<file path="src/rtl/rr_sel_scheduler.sv">
// Round-robin slot scheduler: drives sel for the 4:1 mux / 1:4 demux path and
// captures the routed channel's demux output on the last cycle of every slot.
module rr_sel_scheduler #(
  parameter int unsigned SLOT_LEN = 4,
  parameter int unsigned CW       = 8
) (
  input  logic       clk,
  input  logic       rst,
  input  logic       en,
  input  logic [3:0] req,
  input  logic [3:0] dmx_in,
  output logic [1:0] sel,
  output logic       sel_valid,
  output logic [3:0] grant,
  output logic       slot_last,
  output logic [3:0] sample_q,
  output logic       sample_stb
);

  typedef enum logic {
    IDLE  = 1'b0,
    GRANT = 1'b1
  } state_t;

  localparam logic [CW-1:0] LAST          = CW'(SLOT_LEN - 1);
  localparam logic          FIRST_IS_LAST = (SLOT_LEN == 1);

  state_t        state;
  logic [1:0]    ptr;
  logic [CW-1:0] cnt;
  logic [CW-1:0] cnt_nxt;
  logic          go;
  logic [1:0]    pick;
  logic [3:0]    pick_onehot;

  // Arbitration: scan from the farthest offset down so the lowest offset from
  // ptr is the one left standing.
  always_comb begin
    // NOTE: every always_comb output gets a default first so no path leaves it
    // unassigned, which would infer a latch.
    go          = en && (req != 4'b0000);
    pick        = ptr;
    cnt_nxt     = cnt + CW'(1);
    for (int i = 3; i >= 0; i--) begin
      if (req[ptr + 2'(i)]) begin
        pick = ptr + 2'(i);
      end
    end
    pick_onehot = 4'b0001 << pick;
  end

  always_ff @(posedge clk) begin
    // NOTE: all state here uses non-blocking assignments so every register
    // samples the pre-edge values regardless of statement order.
    if (rst) begin
      state      <= IDLE;
      ptr        <= 2'b00;
      cnt        <= '0;
      sel        <= 2'b00;
      sel_valid  <= 1'b0;
      grant      <= 4'b0000;
      slot_last  <= 1'b0;
      sample_q   <= 4'b0000;
      sample_stb <= 1'b0;
    end else begin
      sample_stb <= 1'b0;
      case (state)
        IDLE: begin
          if (go) begin
            state     <= GRANT;
            ptr       <= pick + 2'd1;
            cnt       <= '0;
            sel       <= pick;
            sel_valid <= 1'b1;
            grant     <= pick_onehot;
            slot_last <= FIRST_IS_LAST;
          end
        end
        GRANT: begin
          if (slot_last) begin
            // The routed channel has had the whole slot to settle.
            sample_q[sel] <= dmx_in[sel];
            sample_stb    <= 1'b1;
            if (go) begin
              ptr       <= pick + 2'd1;
              cnt       <= '0;
              sel       <= pick;
              grant     <= pick_onehot;
              slot_last <= FIRST_IS_LAST;
            end else begin
              state     <= IDLE;
              cnt       <= '0;
              sel_valid <= 1'b0;
              grant     <= 4'b0000;
              slot_last <= 1'b0;
            end
          end else begin
            cnt       <= cnt_nxt;
            slot_last <= (cnt_nxt == LAST);
          end
        end
        default: state <= IDLE;
      endcase
    end
  end

endmodule

</file>
<file path="config.mk">
export PLATFORM = sky130hd
export DESIGN_NAME = rr_sel_scheduler
export DESIGN_NICKNAME = d
export VERILOG_FILES = /design/src/rtl/rr_sel_scheduler.sv
export SDC_FILE = /design/constraint.sdc
export NUM_CORES = 1
export LEC_CHECK = 0
export CAP_MARGIN = 20
export CORE_MARGIN = 2
export CORE_UTILIZATION = 35
export CTS_BUF_LIST = sky130_fd_sc_hd__clkbuf_16
export CTS_CLUSTER_DIAMETER = 200
export DETAILED_ROUTE_END_ITERATION = 8
export SLEW_MARGIN = 40
export SYNTH_ARGS = -nofsm -noshare
export SYNTH_HDL_FRONTEND = slang
export SYNTH_SLANG_ARGS = --single-unit
</file>
<file path="constraint.sdc">
create_clock -name clk -period 1.6 [get_ports clk]
set_input_delay 0.32 -clock clk [delete_from_list [all_inputs] [get_ports clk]]
set_output_delay 0.32 -clock clk [all_outputs]
set_load 0.01 [all_outputs]
</file>
==> flow_metrics.env <==
export IMPL_max_stage_delay_ps=520
export IMPL_setup_violations=2
export IMPL_synthAdderAreaFrac=0.0504
export IMPL_ant_nets=0
export IMPL_avgSynthCellArea_um2=8.39
export IMPL_final_setup_tns_ps=-38.1
export IMPL_wl_met3_um=126
export IMPL_area_growth_pct=52.3
export IMPL_failed_checks="negative setup slack"
export IMPL_hold_path_class="flip-flop to flip-flop"
export IMPL_min_period_ps=1630
export IMPL_muxShareOfSynthArea=0.0323
export IMPL_ys_ff_latch=24
export IMPL_drt_wl_total_um=3180
export IMPL_syn_num_nets=164
export IMPL_dr_pass1_iters=4
export IMPL_grt_max_degree=22
export IMPL_cts_tree="built"
export IMPL_diodes=0
export IMPL_slew_headroom=0.785
export IMPL_cp_required_ps=1780
export IMPL_die_area_um2=4040
export IMPL_highest_layer="met4"
export IMPL_stdcell_area_um2=1890
export IMPL_async_flop_share=0
export IMPL_cp_cell_sequence="and2b_1 -> or4_4 -> and2_4 -> ha_4 -> a211oi_2"
export IMPL_synth_top_family_by_area="simple AND/OR/NAND/NOR gates"
export IMPL_path_max_fanout=3
export IMPL_synth_compound_area_frac=0.215
export IMPL_dp_slack_ps=-688
export IMPL_path_clk_slew_ps=60
export IMPL_final_core_util=0.562
export IMPL_met2_length_um=1450
export IMPL_synth_top_area_frac=0.387
export IMPL_cts_buffer_depth=2
export IMPL_fillers=327
export IMPL_mappedNetlistArea_um2=1240
export IMPL_status="finished with violations"
export IMPL_drive_above_1_share=0.332
export IMPL_fin_crit_sh=1.02
export IMPL_cap_violations=0
export IMPL_grt_pass1_vias=1164
export IMPL_port_buffers=23
export IMPL_placed_area_um2=1700
export IMPL_synth_xor_area_frac=0
export IMPL_overflow=0
export IMPL_cp_start_kind="flip-flop"
export IMPL_boundaryPins=24
export IMPL_fmax_ghz=0.613
export IMPL_multiInputGateArea_um2=795
export IMPL_initial_core_util=0.369
export IMPL_power_density_nw_per_um2=890
export IMPL_place_gp_congestion=0.856
export IMPL_vias=1237
export IMPL_die_x_um=63.6
export IMPL_worstPathArrival_ps=1810
export IMPL_rsz0062_at_grt="yes"
export IMPL_ir_drop_mv=0.460
export IMPL_synth_common_cells="24 x dfxtp_1, 17 x nor2_1, 13 x a21oi_1"
export IMPL_grt_pass1_wl_um=5210
export IMPL_synth_cell_type_count=43
export IMPL_drt_met1_wl_um=1550
export IMPL_p_total_uw=1680
export IMPL_worst_pin_slew_ps=321
export IMPL_cpMaxStageDelayCell="or4_4"
export IMPL_cts_made_buffers=3
export IMPL_fin_nets=210
export IMPL_regArea_um2=490
export IMPL_wl_per_cell_um=13.3
export IMPL_synth_top_cell_by_area="dfxtp_1"
export IMPL_ys_flop_type="dfxtp_1"
export IMPL_cts_sinks=24
export IMPL_rows=21
export IMPL_p_leak_uw=0.000738
export IMPL_cts_hold_buf=0
export IMPL_synth_edf_count=0
export IMPL_worstSetupPathType="flip-flop to flip-flop"
export IMPL_root_buffer="clkbuf_16"
export IMPL_drv_slew=0
export IMPL_antenna_found_initial=0
export IMPL_finalClockSkew_ps=4.72
export IMPL_drt_iter0_drc=31
export IMPL_synthTopCellsByArea="dfxtp_1 39%, a21oi_1 5.2%, nor2_1 5.1%, ha_1 5.0%, mux2i_1 3.2%"
export IMPL_ys_seq_area_frac=0.387
export IMPL_viasPerCell=5.18
export IMPL_critPathCaptureType="flip-flop"
export IMPL_track_usage=0.159
export IMPL_dpl_hpwl_um=2240
export IMPL_insertion_delay_ps=260
export IMPL_die_h_um=63.6
export IMPL_syn_inst=148
export IMPL_hold_viol=0
export IMPL_layout_setup_ws_ps=-31.1
export IMPL_coreArea_um2=3360
export IMPL_synth_warnings=0
export IMPL_post_route_drc_count=0
export IMPL_htreeDepth=1
export IMPL_yosysMostFrequentCell="dfxtp_1"
export IMPL_yosys_area_share_simple=0.275
logic make-up after synthesis:
logic type	Yosys count
compound gates	39
fa+ha+maj	5
buf+inv	13
flops	24
mux	4
simple gates	63
sequential cells by signal (all words and copies together) (netlist names):
| signal | count |
|---|---|
| grant | 4 |
| slot_last | 1 |
| state | 1 |
| sel_valid | 1 |
| sample_q | 4 |
| ptr | 2 |
| sample_stb | 1 |
| sel | 2 |
| cnt | 8 |
cell usage in the layout, fill, tap and decap left out, types with 2 or more instances in the layout:
master	n
ha_2	2
nor2b_1	3
nand4_1	4
a21oi_2	2
clkbuf_16	3
dfxtp_2	8
nand2_2	2
dfxtp_1	16
clkdlybuf4s50_1	18
mux2i_1	4
a21oi_1	11
inv_1	4
nor2_1	17
and3_1	2
buf_4	21
clkbuf_2	2
nand3b_1	3
nor3b_1	2
nand2_1	8
ha_4	2
nand2b_1	2
a31oi_1	3
o31ai_2	2
nand3_1	6
buf_6	4
o21ai_0	5
or3_1	3
area by class of cell:
class / instances / share of cell area
Clock buffer: 3 / 0.0397
Timing Repair Buffer: 48 / 0.221
Clock inverter: 1 / 0.0159
Inverter: 6 / 0.0132
Tap cell: 46 / 0.0304
Sequential cell: 24 / 0.259
Multi-Input combinational cell: 111 / 0.420
metal layers:
metal / global-route usage / up-vias
li1: - / 630
met1: 0.207 / 574
met2: 0.255 / 26
met3: 0.0375 / 7
met4: 0.0598 / 0
met5: 0 / -
metrics by stage:
step | hold WS, ps | cells
3_5_place_dp | 464 | 233
2_1_floorplan | 385 | 148
4_1_cts | 473 | 239
6_report | 472 | 239
3_3_place_gp | 454 | 233
5_1_grt | 489 | 239
power by group:
part	switching (µW)	internal, µW
Combinational	152	178
Sequential	18.0	622
Clock	215	497
path summary, 6_finish.rpt:
check / from / end / slack [ps] / depth (start not counted)
min reg2reg: grant[1] / grant[1] / 470 / 2
max: ptr[0] / ptr[1] / -30 / 5
min: grant[1] / grant[1] / 470 / 2
max reg2reg: ptr[0] / ptr[1] / -30 / 5
worst max-delay path, delay by kind of cell (launching register included):
kind | cells | cell delay (ps)
flops | 1 | 320
fa+ha+maj | 1 | 210
simple gates | 3 | 870
compound gates | 1 | 150
what timing repair did:
action,in CTS,in global routing
cloned,0,0
pin swaps,5,7
endpoints found under the setup margin,19,16
resized for setup,19,24
hold endpoints to repair,0,0
setup buffers,2,0
(Power assumes the default switching activity.)
